## src/rtl/uart_ecc_bridge.sv

```systemverilog
// uart_ecc_bridge
//   Buffered Hamming(7,4) single-error-correcting bridge between the UART
//   receiver and transmitter. Received bytes are queued in a small FIFO. Each
//   byte is popped, its 7-bit codeword corrected, and the result handed to the
//   transmitter through a start/busy handshake. Optionally, an 8'hFF tag byte
//   follows any byte that needed a correction.
//
// Parameters
//   DEPTH     FIFO entries (power of two, >= 2)
//   OUT_MODE  0: send {1'b0, corrected codeword}; 1: send {4'h0, data nibble}
//   ERR_TAG   1: follow corrected bytes with 8'hFF; 0: never tag
//
// Ports
//   clk         system clock, posedge
//   rst_n       asynchronous active-low reset
//   rx_valid    one-cycle strobe, rx_data valid
//   rx_data     received byte (bit 7 ignored)
//   tx_busy     transmitter busy
//   tx_start    one-cycle start pulse to transmitter
//   tx_data     byte to transmit, stable from tx_start until next load
//   err_count   saturating count of corrected words
//   overflow    sticky, a byte was dropped because the FIFO was full
//   fifo_level  current FIFO occupancy
module uart_ecc_bridge #(
  parameter int DEPTH    = 4,
  parameter int OUT_MODE = 0,
  parameter int ERR_TAG  = 1
) (
  input  logic                     clk,
  input  logic                     rst_n,
  input  logic                     rx_valid,
  input  logic [7:0]               rx_data,
  input  logic                     tx_busy,
  output logic                     tx_start,
  output logic [7:0]               tx_data,
  output logic [15:0]              err_count,
  output logic                     overflow,
  output logic [$clog2(DEPTH):0]   fifo_level
);

  localparam int AW = $clog2(DEPTH);
  localparam logic [AW:0] FULL_LEVEL = (AW+1)'(DEPTH);

  typedef enum logic [2:0] {IDLE, SEND, GUARD, WAIT, TAG} state_t;

  state_t        state;
  logic [6:0]    mem [DEPTH];
  logic [AW-1:0] wr_ptr;
  logic [AW-1:0] rd_ptr;
  logic          err_r;

  logic          full;
  logic          empty;
  logic          pop;
  logic          push;
  logic [6:0]    code;
  logic [2:0]    syn;
  logic [6:0]    flip;
  logic [6:0]    fixed;
  logic [7:0]    dec_byte;

  // Bit 7 of the received byte carries no information.
  logic          rx_bit7_unused;
  assign rx_bit7_unused = rx_data[7];

  assign full  = (fifo_level == FULL_LEVEL);
  assign empty = (fifo_level == '0);
  assign pop   = (state == IDLE) && !empty;
  // A pop in the same cycle frees a slot, so a write while full still lands.
  assign push  = rx_valid && (!full || pop);

  // The start pulse goes out in the first SEND cycle with the transmitter idle,
  // so it can never coincide with busy and the FSM leaves SEND immediately.
  assign tx_start = (state == SEND) && !tx_busy;

  // Decode the codeword at the head of the FIFO.
  always_comb begin
    code   = mem[rd_ptr];
    syn[0] = code[0] ^ code[2] ^ code[4] ^ code[6];
    syn[1] = code[1] ^ code[2] ^ code[5] ^ code[6];
    syn[2] = code[3] ^ code[4] ^ code[5] ^ code[6];
    flip   = (syn == 3'd0) ? 7'd0 : 7'(7'd1 << (syn - 3'd1));
    fixed  = code ^ flip;
    if (OUT_MODE == 1) begin
      dec_byte = {4'h0, fixed[6], fixed[5], fixed[4], fixed[2]};
    end else begin
      dec_byte = {1'b0, fixed};
    end
  end

  // Storage has no reset so it can map onto memory primitives.
  always_ff @(posedge clk) begin
    if (push) begin
      mem[wr_ptr] <= rx_data[6:0];
    end
  end

  always_ff @(posedge clk or negedge rst_n) begin
    if (!rst_n) begin
      wr_ptr     <= '0;
      rd_ptr     <= '0;
      fifo_level <= '0;
      overflow   <= 1'b0;
    end else begin
      if (push) wr_ptr <= wr_ptr + 1'b1;
      if (pop)  rd_ptr <= rd_ptr + 1'b1;
      if (push && !pop) begin
        fifo_level <= fifo_level + 1'b1;
      end else if (pop && !push) begin
        fifo_level <= fifo_level - 1'b1;
      end
      if (rx_valid && !push) overflow <= 1'b1;
    end
  end

  always_ff @(posedge clk or negedge rst_n) begin
    if (!rst_n) begin
      state     <= IDLE;
      tx_data   <= 8'h00;
      err_r     <= 1'b0;
      err_count <= 16'h0000;
    end else begin
      case (state)
        IDLE: begin
          if (!empty) begin
            tx_data <= dec_byte;
            err_r   <= (syn != 3'd0);
            if ((syn != 3'd0) && (err_count != 16'hFFFF)) begin
              err_count <= err_count + 16'd1;
            end
            state <= SEND;
          end
        end
        SEND: begin
          if (!tx_busy) state <= GUARD;
        end
        // Gives the transmitter a cycle to raise busy before it is trusted.
        GUARD: state <= WAIT;
        WAIT: begin
          if (!tx_busy) begin
            state <= ((ERR_TAG != 0) && err_r) ? TAG : IDLE;
          end
        end
        TAG: begin
          tx_data <= 8'hFF;
          err_r   <= 1'b0;
          state   <= SEND;
        end
        default: state <= IDLE;
      endcase
    end
  end

endmodule

```

## config.mk

```make
export PLATFORM = sky130hd
export DESIGN_NAME = uart_ecc_bridge
export DESIGN_NICKNAME = d
export VERILOG_FILES = /design/src/rtl/uart_ecc_bridge.sv
export SDC_FILE = /design/constraint.sdc
export NUM_CORES = 1
export LEC_CHECK = 0
export ABC_AREA = 1
export CORE_UTILIZATION = 45
export DETAILED_ROUTE_END_ITERATION = 10
export PLACE_DENSITY = 0.71
export SYNTH_ARGS = -nofsm -noshare
export SYNTH_HDL_FRONTEND = slang
export SYNTH_SLANG_ARGS = --single-unit
```

## constraint.sdc

```tcl
create_clock -name clk -period 7.1 [get_ports clk]
set_input_delay 1.065 -clock clk [delete_from_list [all_inputs] [get_ports clk]]
set_output_delay 1.065 -clock clk [all_outputs]
set_load 0.1 [all_outputs]
```

==> impl_metrics.json <==
{
  "synth_area_um2": 3460,
  "fin_ws_ns": 3.18,
  "clk_pin_slew_ns": 0.07,
  "post_cts_buffers": 0,
  "regToRegSetupSlack_ns": 3.77,
  "vias": 2721,
  "dr.max_layer_used": "met4",
  "grt_first_pass_wirelength_um": 12100,
  "max_freq_mhz": 255,
  "setup.worst_path.end_class": "output port",
  "clock_sinks": 64,
  "drv_slew": 0,
  "final.min_clock_period_ns": 3.92,
  "hold_viol_final": 0,
  "ctsHtreeMaxLevel": 3,
  "grt_start_max_net_pins": 37,
  "die_x_um": 89.7,
  "critical_path_class": "in -> out",
  "yosysMostFrequentCell": "nand2_1",
  "row_count": 31,
  "globalplace.congestion": 0.848,
  "clockRootBuffer": "clkbuf_8",
  "setup_violations": 0,
  "synth_edf_count": 28,
  "clockBufferDepth": 2,
  "synthMuxAreaShare_pct": 0.325,
  "synth_cells": 402,
  "worst_slew_pin_slew_ns": 1.02,
  "dieHeight_um": 89.7,
  "crit_path_start_kind": "input port",
  "cts_tree": "built",
  "crit_required_ns": 6.03,
  "hpwl_um": 4970,
  "grt_setup_unrepaired": "false",
  "antenna_found_initial": 0,
  "yosys.area_share.xor_xnor_pct": 5.31,
  "ys_types": 34,
  "viasPerCell": 4.96,
  "antenna_left": 0,
  "synthAdderAreaFrac_pct": 3.47,
  "layout.nets": 466,
  "cts-resized-gates": 0,
  "ioPinCount": 41,
  "coreArea_um2": 7330,
  "ctsHoldBuffers": 0,
  "worstSkewPairLatency_ns": 0.34,
  "grt_pass1_vias": 2641,
  "pre_cts_slack_ns": 3.18,
  "drive_gt1_share_pct": 10.4,
  "regArea_um2": 1740,
  "maxCapViolCount": 0,
  "min_path_type": "reg -> reg",
  "synth-simple-area-share_pct": 31.7,
  "cts_buffers": 9,
  "wl_met1_um": 3210,
  "timing.slew.headroom_pct": 32.1,
  "grt_use_total_pct": 18.8,
  "synth_area_leaders": "dfrtp_1, edfxtp_1, nand2_1",
  "synth_top_area_share_pct": 26.0,
  "worstSetupStartpoint": "tx_busy",
  "dieArea_um2": 8050,
  "fin_setup_tns_ns": 0,
  "synth_compound_area_share_pct": 2.20,
  "async_reset_ff_share_pct": 56.3,
  "ys_seq_area_share_pct": 50.3,
  "synth_seq_cells": 64,
  "rr_startpoint": "rd_ptr[0]$_DFFE_PN0P_",
  "numPortBuffers": 39,
  "drt_iter0_drc": 161,
  "synth.top_cells.by_count": "nand2_1, inv_1, dfrtp_1, nand3_1, edfxtp_1",
  "synth_ff_type": "dfrtp_1",
  "wl_met2_um": 3240,
  "finClkSkew_ns": 0.00797,
  "drc": 0,
  "area_growth_pct": 17.8,
  "synth_fp_nets": 423,
  "holdCritStartpoint": "err_count[14]$_DFFE_PN0P_",
  "yosysTopAreaCell": "dfrtp_1",
  "synth_top_family_by_area": "simple AND/OR/NAND/NOR gates",
  "dr.pass1.iters": 4,
  "status": "complete, no violations",
  "multi_input_area_um2": 1490,
  "diodes": 0,
  "crit_fanout": 2,
  "dr_wl_met3_um": 284,
  "critical_path_arrival_ns": 2.86,
  "drt_wl_total_um": 6850,
  "fillers": 673,
  "grt-ovfl-total": 0,
  "ys_warn_count": 0,
  "start_util_pct": 47.2,
  "period_share_pct": 55.2,
  "wl_per_cell_um": 12.5,
  "synth_area_per_cell_um2": 8.62
}
sequential cells by signal, indices dropped and copies added, names as in the netlist:
signal and cells:
mem 28, state 3, overflow 1, wr_ptr 2
rd_ptr 2, fifo_level 3, err_count 16, err_r 1
tx_data 8
cell type report:
type                    count  area share (%)
clock buffers              12            3.56
clock inverters             4           0.552
inverters                  45            4.26
multi-input cells         286            36.5
flip-flops and latches     64            42.7
well taps                  99            3.03
repair buffers             39            9.44
metal layers:
metal	global-route usage, %	up-vias
met5	0	-
met4	7.92	0
met3	4.91	11
met2	31.3	44
met1	23.2	1290
li1	-	1376
through the flow:
step,util (%),instance area (um^2),std cells,hold slack (ns)
floorplan,-,3460,402,0.483
global placement,53.4,3910,533,0.474
detailed placement,53.4,3910,533,0.476
CTS,55.7,4080,549,0.506
global route,55.7,4080,549,0.514
finish,55.7,4080,549,0.503
cells in the final DEF (no fill, tap or decap), types with 2 or more instances in the layout:
cell type        Yosys  routed
nor2_1              25      25
nand4_1              8       8
inv_2                5       5
or2_2                6       6
xnor2_1              6       6
clkbuf_8             0      10
nor2_2               5       5
o21ai_1              2       2
clkdlybuf4s50_1      0      38
inv_4                2       2
nand2_1            143     143
ha_1                 8       8
a21oi_1              2       2
nor3_1               7       7
xor2_1              15      15
nor2_4               5       5
nand2_2              2       2
inv_1               38      38
nand3_1             34      34
o21ai_0              5       5
clkbuf_1             0       2
nand3_2              2       2
nor4_1               2       2
clkinv_2             0       3
edfxtp_1            28      28
dfrtp_1             36      36
logic make-up (layout without fill, tap and decap cells):
kind of cell / count (synthesis) / after routing
DFF: 64 / 64
AOI/OAI and AO/OA: 13 / 13
and+or+nand+nor: 242 / 242
xor gates and xnor gates: 21 / 21
buffers and inverters: 52 / 100
adders and majority gates: 9 / 9
muxes: 1 / 1
final timing paths:
check	cells past startpoint	endpoint
worst max-delay path	3	tx_start
worst min-delay path	1	err_count[14]$_DFFE_PN0P_
worst max register to register	17	tx_data[0]$_DFFE_PN0P_
worst min register to register	1	err_count[14]$_DFFE_PN0P_
max in group asynchronous	1	state[1]$_DFFE_PN0P_
min in group asynchronous	1	tx_data[2]$_DFFE_PN0P_
worst max-delay path: stages:
cell and delay (ns):
clkdlybuf4s50_1 0.41, nor4_1 0.19, clkdlybuf4s50_1 1.18
Power is left out: the tool's default activity adds up to more than one toggle a clock period on the data nets, which glitch-free logic cannot reach.
